`src/rtl/miller_symbol_decoder.sv`:
```
// Modified Miller (ISO14443A, 106 kbit/s) symbol decoder: classifies ETUs as X/Y/Z and emits bits, bytes and EOF.
// Optional odd-parity framing (9-bit characters) is enabled by defining PARITY_CHECK_EN.
module miller_symbol_decoder #(
  parameter int ETU_CLKS = 32,
  parameter int TOL      = 4
) (
  input  logic       in_clk,
  input  logic       in_PoR,
  input  logic       in_enable,
  input  logic       in_pause,
  output logic       out_bit,
  output logic       out_bit_valid,
  output logic       out_y_detected,
  output logic [7:0] out_byte,
  output logic       out_byte_valid,
  output logic       out_eof,
  output logic       out_err,
  output logic [9:0] out_bit_count
);

  localparam int PW = $clog2(ETU_CLKS);
  localparam logic [PW-1:0] LAST  = PW'(ETU_CLKS - 1);
  localparam logic [PW-1:0] TOL_P = PW'(TOL);
  localparam logic [PW-1:0] Z_LO  = PW'(ETU_CLKS - TOL);
  localparam logic [PW-1:0] X_LO  = PW'(ETU_CLKS / 2 - TOL);
  localparam logic [PW-1:0] X_HI  = PW'(ETU_CLKS / 2 + TOL);

  localparam logic [1:0] S_IDLE = 2'd0;
  localparam logic [1:0] S_RUN  = 2'd1;
  localparam logic [1:0] S_DONE = 2'd2;

  logic [1:0]    state_q, state_d;
  logic          en_q, en_d;
  logic [PW-1:0] phase_q, phase_d;
  logic          seen_q, seen_d;
  logic          clsx_q, clsx_d;
  logic          etuerr_q, etuerr_d;
  logic          prev_q, prev_d;
  logic [7:0]    sr_q, sr_d;
  logic [3:0]    nbits_q, nbits_d;
  logic          bit_q, bit_d;
  logic          bitv_q, bitv_d;
  logic          y_q, y_d;
  logic [7:0]    byte_q, byte_d;
  logic          bytev_q, bytev_d;
  logic          eof_q, eof_d;
  logic          err_q, err_d;
  logic [9:0]    cnt_q, cnt_d;

  logic pauseZ, pauseX, seenNow, errNow, xNow;
  logic emit, emitBit;

  // Classification of a pause at the current phase; Z wins where windows overlap.
  assign pauseZ  = (phase_q <= TOL_P) || (phase_q >= Z_LO);
  assign pauseX  = (phase_q >= X_LO) && (phase_q <= X_HI) && !pauseZ;
  assign seenNow = seen_q | in_pause;
  assign errNow  = etuerr_q | (in_pause & (seen_q | ~(pauseZ | pauseX)));
  assign xNow    = seen_q ? clsx_q : pauseX;

  always_comb begin
    state_d  = state_q;
    en_d     = in_enable;
    phase_d  = phase_q;
    seen_d   = seen_q;
    clsx_d   = clsx_q;
    etuerr_d = etuerr_q;
    prev_d   = prev_q;
    sr_d     = sr_q;
    nbits_d  = nbits_q;
    bit_d    = bit_q;
    byte_d   = byte_q;
    err_d    = err_q;
    cnt_d    = cnt_q;
    bitv_d   = 1'b0;
    y_d      = 1'b0;
    bytev_d  = 1'b0;
    eof_d    = 1'b0;
    emit     = 1'b0;
    emitBit  = 1'b0;

    case (state_q)
      S_IDLE: begin
        if (in_enable && !en_q) begin
          state_d  = S_RUN;
          phase_d  = '0;
          seen_d   = 1'b0;
          clsx_d   = 1'b0;
          etuerr_d = 1'b0;
          prev_d   = 1'b0;
          sr_d     = '0;
          nbits_d  = '0;
          err_d    = 1'b0;
          cnt_d    = '0;
        end
      end
      S_RUN: begin
        if (!in_enable) begin
          state_d = S_IDLE;
        end else begin
          phase_d = (phase_q == LAST) ? '0 : phase_q + 1'b1;
          if (phase_q == LAST) begin
            seen_d   = 1'b0;
            clsx_d   = 1'b0;
            etuerr_d = 1'b0;
            // ETU closes: decode the symbol against the previous bit.
            if (errNow || (seenNow && !xNow && prev_q)) begin
              err_d   = 1'b1;
              state_d = S_DONE;
            end else if (seenNow) begin
              emit    = 1'b1;
              emitBit = xNow;
            end else begin
              y_d = 1'b1;
              if (prev_q) begin
                emit = 1'b1;
              end else begin
                eof_d   = 1'b1;
                state_d = S_DONE;
              end
            end
          end else begin
            seen_d   = seenNow;
            clsx_d   = xNow;
            etuerr_d = errNow;
          end
        end
      end
      S_DONE: begin
        if (!in_enable) state_d = S_IDLE;
      end
      default: state_d = S_IDLE;
    endcase

    if (emit) begin
      bitv_d = 1'b1;
      bit_d  = emitBit;
      prev_d = emitBit;
      if (cnt_q != 10'h3FF) cnt_d = cnt_q + 10'd1;
`ifdef PARITY_CHECK_EN
      // Ninth bit is odd parity over the eight data bits already shifted in.
      if (nbits_q == 4'd8) begin
        nbits_d = '0;
        if (^{sr_q, emitBit}) begin
          byte_d  = sr_q;
          bytev_d = 1'b1;
        end else begin
          err_d   = 1'b1;
          state_d = S_DONE;
        end
      end else begin
        sr_d    = {emitBit, sr_q[7:1]};
        nbits_d = nbits_q + 4'd1;
      end
`else
      sr_d = {emitBit, sr_q[7:1]};
      if (nbits_q == 4'd7) begin
        byte_d  = {emitBit, sr_q[7:1]};
        bytev_d = 1'b1;
        nbits_d = '0;
      end else begin
        nbits_d = nbits_q + 4'd1;
      end
`endif
    end
  end

  always_ff @(posedge in_clk) begin
    if (in_PoR) begin
      state_q  <= S_IDLE;
      en_q     <= 1'b0;
      phase_q  <= '0;
      seen_q   <= 1'b0;
      clsx_q   <= 1'b0;
      etuerr_q <= 1'b0;
      prev_q   <= 1'b0;
      sr_q     <= '0;
      nbits_q  <= '0;
      bit_q    <= 1'b0;
      bitv_q   <= 1'b0;
      y_q      <= 1'b0;
      byte_q   <= '0;
      bytev_q  <= 1'b0;
      eof_q    <= 1'b0;
      err_q    <= 1'b0;
      cnt_q    <= '0;
    end else begin
      state_q  <= state_d;
      en_q     <= en_d;
      phase_q  <= phase_d;
      seen_q   <= seen_d;
      clsx_q   <= clsx_d;
      etuerr_q <= etuerr_d;
      prev_q   <= prev_d;
      sr_q     <= sr_d;
      nbits_q  <= nbits_d;
      bit_q    <= bit_d;
      bitv_q   <= bitv_d;
      y_q      <= y_d;
      byte_q   <= byte_d;
      bytev_q  <= bytev_d;
      eof_q    <= eof_d;
      err_q    <= err_d;
      cnt_q    <= cnt_d;
    end
  end

  assign out_bit        = bit_q;
  assign out_bit_valid  = bitv_q;
  assign out_y_detected = y_q;
  assign out_byte       = byte_q;
  assign out_byte_valid = bytev_q;
  assign out_eof        = eof_q;
  assign out_err        = err_q;
  assign out_bit_count  = cnt_q;

endmodule
```
`config.mk`:
```
export PLATFORM = sky130hd
export DESIGN_NAME = miller_symbol_decoder
export DESIGN_NICKNAME = d
export VERILOG_FILES = /design/src/rtl/miller_symbol_decoder.sv
export SDC_FILE = /design/constraint.sdc
export NUM_CORES = 1
export LEC_CHECK = 0
export CORE_MARGIN = 5
export CORE_UTILIZATION = 50
export CTS_CLUSTER_DIAMETER = 200
export DETAILED_ROUTE_END_ITERATION = 7
export PLACE_DENSITY = 0.76
export SLEW_MARGIN = 10
export SYNTH_ARGS = -nofsm -noshare
export SYNTH_HDL_FRONTEND = slang
export SYNTH_SLANG_ARGS = --single-unit
```
`constraint.sdc`:
```
create_clock -name in_clk -period 2.4 [get_ports in_clk]
set_clock_uncertainty 0.15 [all_clocks]
set_input_delay 0.24 -clock in_clk [delete_from_list [all_inputs] [get_ports in_clk]]
set_output_delay 0.24 -clock in_clk [all_outputs]
set_load 0.005 [all_outputs]
```
==> impl_metrics.env <==
export IMPL_outcome="finished clean"
export IMPL_crit_path_end_kind="register"
export IMPL_switching_share_pct=21.9
export IMPL_clk_latency_ns=0.29
export IMPL_ys_flop_type="dfxtp_1"
export IMPL_dieArea_sq_mm=0.00605
export IMPL_final_layout_size_suffix_gt1_share_pct=9.36
export IMPL_p_clk_share_pct=38.7
export IMPL_cts_made_buffers=5
export IMPL_grt_max_degree=26
export IMPL_finalCritPeriodShare_pct=91.7
export IMPL_finalSetupViolCount=0
export IMPL_yosys_area_top_type="dfxtp_1"
export IMPL_power_density_mw_per_mm2=518
export IMPL_std_cell_rows=24
export IMPL_p_leak_uw=0.000914
export IMPL_grt_antenna_before_repair=0
export IMPL_area_growth_pct=19.9
export IMPL_reg2reg_from="phase_q[1]"
export IMPL_final_cell_count_no_fill=351
export IMPL_pre_cts_slack_ns=-0.0464
export IMPL_place_inst=342
export IMPL_track_usage_pct=16.6
export IMPL_rrSetupSlack_ns=0.20
export IMPL_setup_slack_ns=0.200
export IMPL_drt_antenna_violating_nets=0
export IMPL_worstSetupPathType="reg2reg"
export IMPL_finalMaxSlewViolations=0
export IMPL_synth_edf_count=0
export IMPL_clock_sinks=46
export IMPL_wl_um=4780
export IMPL_nNetsFinal=307
export IMPL_yosys_warnings=0
export IMPL_fp_coreArea_sq_mm=0.00441
export IMPL_peakVddDrop_mv=0.205
export IMPL_ys_ff_latch=46
export IMPL_cts_buffer_depth=2
export IMPL_syn_area_sq_mm=0.00230
export IMPL_postCtsHoldBufs=0
export IMPL_worst_pin_slew_ns=0.524
export IMPL_wire_per_inst_um=13.6
export IMPL_die_h_um=77.8
export IMPL_worstSetupStartpoint="phase_q[1]"
export IMPL_dpl_hpwl_um=3400
export IMPL_timing_fmax_ghz=0.455
export IMPL_path_max_fanout=5
export IMPL_power_frac_seq_pct=54.1
export IMPL_clk_pin_slew_ns=0.08
export IMPL_start_kind="register"
export IMPL_synthArstFlopShare_pct=0
export IMPL_fin_setup_tns_ns=0
export IMPL_grt_overflow_total=0
export IMPL_syn_inst=268
export IMPL_drc=0
export IMPL_cts_tree="yes"
export IMPL_port_buffers=27
export IMPL_p_comb_share_pct=7.2
export IMPL_final_area_sq_mm=0.00275
export IMPL_ioPinCount=28
export IMPL_hold_class="reg2reg"
export IMPL_hold_violations=0
export IMPL_switching_power_uw=312
export IMPL_die_x_um=77.8
export IMPL_fin_crit_ns=2.20
export IMPL_r2r_end="out_bit_count[6]"
export IMPL_ys_seq_area_share_pct=40.1
export IMPL_first_global_vias=1848
export IMPL_ys_types=50
export IMPL_reg2regPathDepth=7
export IMPL_cp_arrival_ns=2.27
export IMPL_grt_pass1_wl_um=8570
export IMPL_fillers=393
export IMPL_syn_nets=277
export IMPL_cp_required_ns=2.47
export IMPL_slew_headroom_pct=65.0
export IMPL_p_int_uw=1110
export IMPL_max_cap_viol_count=0
export IMPL_postSynthAreaPerCell_sq_um=8.57
export IMPL_viasPerCell=5.81
export IMPL_htreeDepth=2
export IMPL_postPlaceCellArea_sq_mm=0.00264
export IMPL_vias=2039
export IMPL_gp_congestion=0.771
export IMPL_drt_iter0_drc=132
export IMPL_cts_root_buf="clkbuf_8"
export IMPL_rsz0062_at_grt="false"
export IMPL_start_util_pct=52.0
export IMPL_firstDrtPassIters=4
export IMPL_diodes=0
export IMPL_synth_top_cell_area_share_pct=40.1
export IMPL_critPathCapture="out_bit_count[6]"
export IMPL_synthTopCellsByArea="dfxtp_1, o211ai_1, nand2b_1"
[cell usage after synthesis, types with 8 or more instances]
| library cell | count |
|---|---|
| nor2_1 | 19 |
| mux2i_1 | 8 |
| o21ai_0 | 9 |
| a21oi_1 | 19 |
| nand3_1 | 20 |
| nor3_1 | 9 |
| o211ai_1 | 14 |
| dfxtp_1 | 46 |
| clkbuf_1 | 8 |
| inv_1 | 11 |
| nand2_1 | 12 |
| nand2b_1 | 16 |
[power by group through the flow]
stage	sequential (uW)	clock [uW]	combinational [uW]
5_1_grt	773	604	113
3_3_place_gp	790	0	100
2_1_floorplan	787	0	76.4
3_5_place_dp	790	0	102
4_1_cts	772	568	103
6_report	772	552	102
[cell families after synthesis]
family,share of synthesized area [%]
buffers and inverters,5.61
AND/OR/NAND/NOR,26.0
multiplexers,4.47
adder cells (fa/ha/maj),2.72
XOR/XNOR,1.53
AO/OA/AOI/OAI,19.6
flip-flops,40.1
[registers in the layout, summed over array words and instances, names as in the netlist]
signal / cells
out_eof: 1
sr_q: 6
out_byte: 8
en_q: 1
out_bit_count: 10
out_y_detected: 1
prev_q: 1
out_bit_valid: 1
out_bit: 1
state_q: 2
etuerr_q: 1
phase_q: 5
out_byte_valid: 1
clsx_q: 1
out_err: 1
seen_q: 1
nbits_q: 4
[through the flow]
stage               hold slack, ns  utilization, %  total power [uW]
global placement             0.308            59.7               890
global route                 0.354            62.4              1490
finish                       0.324            62.4              1430
CTS                          0.327            62.1              1440
detailed placement           0.310            59.7               892
floorplan                    0.247               -               864
[per-layer routing]
layer	up-vias	GRT usage (%)	wire length, um
li1	1035	-	-
met1	942	23.3	2290
met2	56	26.3	2230
met3	6	3.36	219
met4	0	3.61	47
met5	-	0	0
[layout make-up]
cell class                 instances  area [sq um]  area share [%]
multi-input combinational        194          1250            45.5
sequential                        46           921            33.4
timing repair buffer              40           368            13.4
clock buffer                       7          76.3            2.77
tap                               52          65.1            2.36
inverter                          11          41.3            1.50
clock inverter                     1          30.0            1.09
[worst max-delay path, stage by stage (launching register included)]
cell and delay (ns):
dfxtp_1 0.40, ha_1 0.19, and3_1 0.16, ha_1 0.25, nand4b_1 0.14, buf_4 0.17
or4_1 0.49, a31oi_1 0.18
[timing repair]
| item | in CTS | in global routing |
|---|---|---|
| buffers inserted | 0 | 1 |
| resized for setup | 0 | 2 |
| setup endpoints to repair | 0 | 18 |
[cell usage in the layout (no fill, tap or decap), types with 3 or more instances in the layout]
master and count:
dfxtp_1 46, nand2b_1 16, and3_1 4, o211ai_1 14, o21ai_0 8, nand3_1 20, nor2_1 19, buf_4 13
nor2b_1 7, clkbuf_8 5, inv_1 11, ha_1 5, nor3_1 9, a31oi_1 3, clkdlybuf4s50_1 27, nand4_1 3
nand2_1 12, a21oi_1 19, o2111ai_1 4, mux2i_1 8
[worst min-delay path by stage]
stage,end,startpoint,cells after the start,slack (ns)
after floorplan,en_q,in_enable,1,0.25
after global placement,out_byte[2],out_byte[2],2,0.31
after detailed placement,out_byte[5],out_byte[5],2,0.31
after CTS,out_byte[5],out_byte[5],2,0.33
after global routing,out_byte[5],out_byte[5],2,0.35
final,out_byte[0],sr_q[1],2,0.32
No activity file was read; power rests on OpenSTA's default activity.
